==> config.mk <==
export PLATFORM = sky130hd
export DESIGN_NAME = spike_window_counter
export DESIGN_NICKNAME = d
export VERILOG_FILES = /design/src/rtl/spike_window_counter.sv
export SDC_FILE = /design/constraint.sdc
export NUM_CORES = 1
export LEC_CHECK = 0
export BUFFER_PORTS_ARGS = -buffer_cell sky130_fd_sc_hd__buf_2
export CORE_UTILIZATION = 57
export DETAILED_ROUTE_END_ITERATION = 6
export GPL_TIMING_DRIVEN = 0
export HOLD_SLACK_MARGIN = 0.05
export PLACE_DENSITY = 0.83
export SYNTH_ARGS = -nofsm -noshare
export SYNTH_HDL_FRONTEND = slang
export SYNTH_SLANG_ARGS = --single-unit
==> constraint.sdc <==
create_clock -name clk -period 2.8 [get_ports clk]
set_clock_uncertainty 0.2 [all_clocks]
set_input_delay 0 -clock clk [delete_from_list [all_inputs] [get_ports clk]]
set_output_delay 0 -clock clk [all_outputs]
set_load 0.05 [all_outputs]
==> src/rtl/spike_window_counter.sv <==
// Per-channel spike counter over a programmable window of enabled cycles, with a registered report.
// Optional winner-take-all index/valid when SPIKE_WTA_EN is defined; otherwise both are tied to 0.
module spike_window_counter #(
  parameter int unsigned N_CH  = 3,
  parameter int unsigned CNT_W = 8,
  parameter int unsigned WIN_W = 8
) (
  input  logic                    clk,
  input  logic                    rst_n,
  input  logic                    enable,
  input  logic                    start,
  input  logic [WIN_W-1:0]        window_len,
  input  logic [N_CH-1:0]         spike_in,
  output logic [N_CH*CNT_W-1:0]   count_out,
  output logic [1:0]              winner,
  output logic                    winner_valid,
  output logic                    valid,
  output logic                    busy,
  output logic                    overflow
);

  localparam int unsigned ACC_W = N_CH * CNT_W;
  localparam logic [CNT_W-1:0] CNT_MAX = '1;

  typedef enum logic [1:0] {IDLE, COUNT, REPORT} state_t;

  state_t             state, state_nxt;
  logic [WIN_W-1:0]   timer, timer_nxt;
  logic [ACC_W-1:0]   cnt, cnt_nxt;
  logic               ovf, ovf_nxt;
  logic               latch_c;

  // Next-state, working counters and timer
  always_comb begin
    state_nxt = state;
    timer_nxt = timer;
    cnt_nxt   = cnt;
    ovf_nxt   = ovf;
    latch_c   = 1'b0;
    case (state)
      IDLE, REPORT: begin
        state_nxt = IDLE;
        if (start && (window_len != '0)) begin
          state_nxt = COUNT;
          timer_nxt = window_len;
          cnt_nxt   = '0;
          ovf_nxt   = 1'b0;
        end
      end
      COUNT: begin
        if (enable) begin
          for (int i = 0; i < N_CH; i++) begin
            if (spike_in[i]) begin
              if (cnt[i*CNT_W +: CNT_W] == CNT_MAX) begin
                ovf_nxt = 1'b1;
              end else begin
                cnt_nxt[i*CNT_W +: CNT_W] = cnt[i*CNT_W +: CNT_W] + CNT_W'(1);
              end
            end
          end
          timer_nxt = timer - WIN_W'(1);
          if (timer == WIN_W'(1)) begin
            state_nxt = REPORT;
            latch_c   = 1'b1;
          end
        end
      end
      default: state_nxt = IDLE;
    endcase
  end

  always_ff @(posedge clk or negedge rst_n) begin
    if (!rst_n) begin
      state     <= IDLE;
      timer     <= '0;
      cnt       <= '0;
      ovf       <= 1'b0;
      busy      <= 1'b0;
      valid     <= 1'b0;
      count_out <= '0;
      overflow  <= 1'b0;
    end else begin
      state <= state_nxt;
      timer <= timer_nxt;
      cnt   <= cnt_nxt;
      ovf   <= ovf_nxt;
      busy  <= (state_nxt == COUNT);
      valid <= (state_nxt == REPORT);
      if (latch_c) begin
        count_out <= cnt_nxt;
        overflow  <= ovf_nxt;
      end
    end
  end

`ifdef SPIKE_WTA_EN
  logic [1:0]       win_idx_c;
  logic [CNT_W-1:0] win_max_c;

  // Argmax over the counts being latched; strict > keeps the lowest index on ties
  always_comb begin
    win_idx_c = 2'd0;
    win_max_c = cnt_nxt[0 +: CNT_W];
    for (int i = 1; i < N_CH; i++) begin
      if (cnt_nxt[i*CNT_W +: CNT_W] > win_max_c) begin
        win_max_c = cnt_nxt[i*CNT_W +: CNT_W];
        win_idx_c = 2'(i);
      end
    end
  end

  always_ff @(posedge clk or negedge rst_n) begin
    if (!rst_n) begin
      winner       <= 2'd0;
      winner_valid <= 1'b0;
    end else if (latch_c) begin
      winner       <= win_idx_c;
      winner_valid <= |cnt_nxt;
    end
  end
`else
  assign winner       = 2'd0;
  assign winner_valid = 1'b0;
`endif

endmodule

==> After elaboration in Yosys (flattened, before gate mapping) <==
Index checks and enable logic that the tools add are counted.
W data, S select, Z words.
{ "classes": {"addsub": 4, "eq_ne": 10, "muxes": 28, "reduce_logical": 6} }
{ "op_table": {"columns": ["op", "n"], "rows": [
  ["$mux W8", 8],
  ["$mux W24", 2],
  ["$pmux W24 S2", 1],
  ["$add A8 B1 Y8 const B", 3],
  ["$eq A8 B8 Y1 const B", 3],
  ["$pmux W8 S2", 1],
  ["$mux W1", 12],
  ["$eq A8 B1 Y1 const B", 1],
  ["$reduce_bool A8 Y1", 1],
  ["$sub A8 B1 Y8 const B", 1],
  ["$eq A2 B1 Y1 const B", 2],
  ["$eq A2 B2 Y1 const B", 2],
  ["$mux W2", 2],
  ["$ne A2 B2 Y1 const B", 2],
  ["$pmux W2 S2", 1],
  ["$reduce_and A3 Y1", 1],
  ["$logic_not A2 Y1", 1],
  ["$pmux W1 S2", 1],
  ["$reduce_bool A2 Y1", 1],
  ["$reduce_or A2 Y1", 1],
  ["$logic_and A1 B1 Y1", 1]
]} }
{ "totals": {"register_bits": 62, "inputBits": 15, "output_inout_bits": 30, "word_cells": 56} }

==> Depth between registers and ports, before layout <==
{ "logic_depth": {"ltp_word": 9, "depth_mapped": 8, "depth_no_buf": 7} }

==> Worst setup path after synthesis <==
No wires, ideal clock.
{ "synth_timing": {"path_kind": "flip-flop to flip-flop", "from": "reg timer[5]", "to": "reg count_out[3]", "setup_time_ns": 0.128, "t_arrival_ns": 1.816, "required_time_ns": 2.472, "path_slack_ns": 0.657, "stages_incl_launch_ff": 6, "n_path_buf": 1, "synth_period_minus_slack_ns": 2.143, "path_cell_list": "dfrtp_1 -> or3_4 -> or4_4 -> clkinv_2 -> buf_8 -> mux2_1"} }
{ "synth_via": {"elab_chain_cells": 4} }
{ "synth_lines": {"columns": ["element", "line_no", "source"], "rows": [
  ["from (decl)", "28", "logic [WIN_W-1:0] timer, timer_nxt;"],
  ["from (signal assigned)", "84", "timer <= timer_nxt;"],
  ["$eq A8 B1 Y1", "62", "if (timer == WIN_W'(1)) begin"],
  ["$mux W1", "62", null],
  ["$mux W1", "51", "if (enable) begin"],
  ["$mux W1", "40", "case (state)"],
  ["to (signal assigned)", "90", "count_out <= cnt_nxt;"],
  ["to (decl)", "14", "output logic [N_CH*CNT_W-1:0] count_out,"]
]} }
No other way between the ends.
A chain may end at the register's enable or synchronous reset.

==> Worst setup path after layout <==
{ "layout_timing": {"from": "reg state[0]", "to": "reg ovf"} }
{ "layout_via": {"elab_chain_cells": 3, "elab_cells_between_ends": 5, "classes_between": "eq/ne (2); mux (1); reduce/logical (2)"} }
{ "layout_lines": {"columns": ["element", "line_no", "source"], "rows": [
  ["from (decl)", "27", "state_t state, state_nxt;"],
  ["from (signal assigned)", "83", "state <= state_nxt;"],
  ["$eq A2 B2 Y1 / $logic_not A2 Y1 (equally long branches)", "40", null],
  ["$reduce_or A2 Y1", "40", null],
  ["$pmux W1 S2 (*)", "40", null],
  ["via ovf_nxt", "30", "logic ovf, ovf_nxt;"],
  ["to (signal assigned)", "86", "ovf <= ovf_nxt;"],
  ["to (decl)", "30", null]
]} }
Mark *: on every way through the listed nets, which the timed path passes. The rest lies on a longest branch.

==> impl_results.md <==
* EDFF count, synth at 0
* Area Growth Syn to Fin at 20.22%
* Pre-antenna DRT Iters at 5
* Register-to-register setup slack at 0.32 ns
* Final Hold Fails at 0
* Clk_lat worst skew at 0.35 ns
* Most common cell after layout, fill and taps aside: dfrtp_1
* Final setup violation count at 0
* Synth Flop Type: dfrtp_1
* Reg area at 0.001551 sq mm
* Max-cap check violation count at 0
* Ys async rst share at 100.0%
* Final net count at 404
* CP Launch Type: register
* Final GP Congestion at 0.8740
* Fin crit share at 88.74%
* Core area at 0.005238 sq mm
* Utilization after layout at 72.58%
* Mapped cell area at 0.003162 sq mm
* Num rows at 26
* Initial Util at 60.37%
* Final ANT Viol Nets at 0
* Total vias in the final route at 2,842
* Synth Warn # at 0
* Unrepaired setup endpoints after global routing: no
* P_int at 2.038 mW
* Crit-path max FO at 10
* RR Startpoint: state[0]
* Number of max-slew violations in the final report at 0
* Max clock buf depth at 2
* Wire per inst at 16.28 um
* Worst Reg2Reg Path Length in Cells at 5
* Worst Path Arrival at 2.51 ns
* Most frequent cells in the layout: 62 x dfrtp_1, 46 x buf_2, 25 x nand2_1
* Seq/Total Area, Yosys at 49.07%
* Net Sw Power at 1.582 mW
* Critical Path End Type: register
* CP required at 2.83 ns
* H-tree depth at 3
* Pin count of the biggest net entering global routing at 63
* Final setup TNS at 0 ns
* Hold WC Path Type: in -> async
* # resized after CTS at 0
* Crit-path cells: buf_2 > a211oi_2 > buf_2 > a21oi_1 > dlygate4sd3_1
* Clock-pin slew on the worst setup and hold paths at 0.07 ns
* Port Buf Inserts at 41
* Cell Count Post-Placement at 428
* Maximum clock rate at 402.5 MHz
* Crit path largest cell delay at 0.64 ns
* Critical R2R Capture: ovf
* Seq cells post-synth at 62
* Slew of the pin with the lowest slew margin at 0.7591 ns
* Layout fillers at 397
* # IOs at 45
* CTS Buf Count at 9
* P_leak at 1.792 nW
* Layout Cells excl Fill at 458
* Crit path kind: reg -> reg
* First-pass GRT wire length at 12,300 um
* Crit path buf inv count at 3
* Grt ovf at 0
* Clk pwr share at 20.4%
* Setup Buffers After CTS at 0
* TritonCTS clock tree: yes
* Slowest-stage cell, CP: a211oi_2
* N_diodes at 0
* Syn_area_per_cell at 10.04 sq um
* Initial antenna violation count at 0
* Status: finished, final reports clean
* Crit path max-delay family: buffers and inverters
* Most used cell, CP: buf_2
* CTS root buffer: clkbuf_8
* PD cells at 952.3 mW/mm^2
* Gr usage total at 27.22%
* Detailed Route WL at 7454 um
* Via/cell ratio at 6.205
* Clock sinks at 62
* Final Critical Period at 2.485 ns
* DR iter-0 viols at 230
* Worst IR Drop VDD at 0.0006145 V
* Cell variety after synth at 58
* Sw frac at 43.71%
* Vias in the first global route at 2,672
* Sequential power share at 38.2%
* Slew HR at 49.39%
* Die X at 76.48 um
* Combinational share of power at 41.5%
* Multi-input gate area at 0.001466 sq mm
* Detailed Place HPWL at 5045 um
* Die Area at 0.005849 sq mm
* Height of the die at 76.48 um
* Layout cells sized above 1 at 19.59%
* DR DRC count at 0
* Post-Syn Instances at 315
how the worst max path moves through the flow:
stage / from / end / cells past startpoint
finish: state[0] / ovf / 5
CTS: state[0] / ovf / 5
floorplan: timer[5] / count_out[3] / 5
global placement: timer[5] / count_out[2] / 5
global route: state[0] / ovf / 5
detailed placement: timer[5] / count_out[12] / 5
cells in the mapped netlist, drive strengths merged, types with 2 or more instances:
cell type	number	share of area, %
a211oi	3	0.87
a21oi	13	2.1
a22oi	4	0.95
a311oi	3	0.83
a31oi	12	2.4
a32oi	2	0.55
a41oi	5	1.4
and3	8	1.6
and4	4	1.1
and4b	2	0.63
buf	12	2.8
clkbuf	6	0.71
dfrtp	62	49
ha	5	2.0
inv	9	1.1
mux2	11	3.9
mux2i	4	1.3
nand2	25	3.0
nand2b	2	0.40
nand3	18	2.8
nand4	4	0.79
nand4b	3	0.83
nor2	21	2.6
nor2b	2	0.40
nor3	11	1.7
nor4	3	0.59
nor4b	2	0.55
o2111ai	2	0.55
o211ai	9	2.1
o21ai	15	2.4
o22ai	5	0.99
o2bb2ai	5	1.4
or2	2	0.40
or3	5	1.1
logic make-up (layout without fill, tap and decap cells):
family / count (synthesis) / count (layout) / share of synthesized area, %
buffers and inverters: 28 / 99 / 4.788
muxes: 15 / 15 / 5.184
xor gates and xnor gates: 1 / 1 / 0.2771
DFF: 62 / 62 / 49.07
adders and majority gates: 5 / 5 / 1.979
other: 1 / 3 / 0.1186
AOI/OAI and AO/OA: 87 / 87 / 18.92
and+or+nand+nor: 116 / 116 / 19.67
registers in the layout, summed over array words and instances (netlist names):
signal and flops:
valid 1, cnt 24, ovf 1, count_out 24, busy 1, state 2, overflow 1, timer 8
per-layer routing:
metal | routed length [um] | global-route usage [%] | part of all wire [%] | up-vias
met3 | 378 | 7.904 | 5.1 | 21
met2 | 3590 | 43.60 | 48 | 104
met1 | 3340 | 34.52 | 45 | 1379
li1 | - | - | - | 1338
met5 | 0 | 0 | 0 | -
met4 | 144 | 11.35 | 1.9 | 0
worst register-to-register path, cell delays in order, from the launching register on:
cell           delay, ns
dfrtp_1             0.35
buf_2               0.18
a211oi_2            0.64
buf_2               0.37
a21oi_1             0.06
dlygate4sd3_1       0.57
per-stage QoR:
step                      worst slack [ns]  power (mW)  hold WS (ns)  instance area (sq um)
after floorplan                     0.6567       2.461       -0.4956                   3169
after global placement              0.5530       2.793       0.09934                   3462
after detailed placement            0.5240       2.850        0.1092                   3462
after CTS                           0.3493       3.608        0.2829                   3799
after global routing                0.1841       3.819        0.1548                   3801
final                               0.3153       3.620       0.06764                   3801
layout make-up:
class / count / share of cell area (%)
plain buffers: 18 / 2.962
clock buffers: 15 / 4.905
inverters: 10 / 1.020
multi-input cells: 227 / 38.58
flip-flops and latches: 62 / 40.82
well taps: 70 / 2.304
repair buffers: 56 / 9.414
power groups by stage:
| stage | Combinational (mW) | Clock, mW | Sequential, mW |
|---|---|---|---|
| after floorplan | 0.738 | 0 | 1.72 |
| after global placement | 1.42 | 0 | 1.37 |
| after detailed placement | 1.47 | 0 | 1.38 |
| after CTS | 1.49 | 0.746 | 1.37 |
| after global routing | 1.62 | 0.784 | 1.42 |
| final | 1.50 | 0.738 | 1.38 |
timing repair:
action / 4_1_cts / 5_1_grt
hold buffers: 15 / 0
hold endpoints to repair: 91 / 0
endpoints found under the setup margin: 0 / 0
Power figures use the tool's default switching activity.
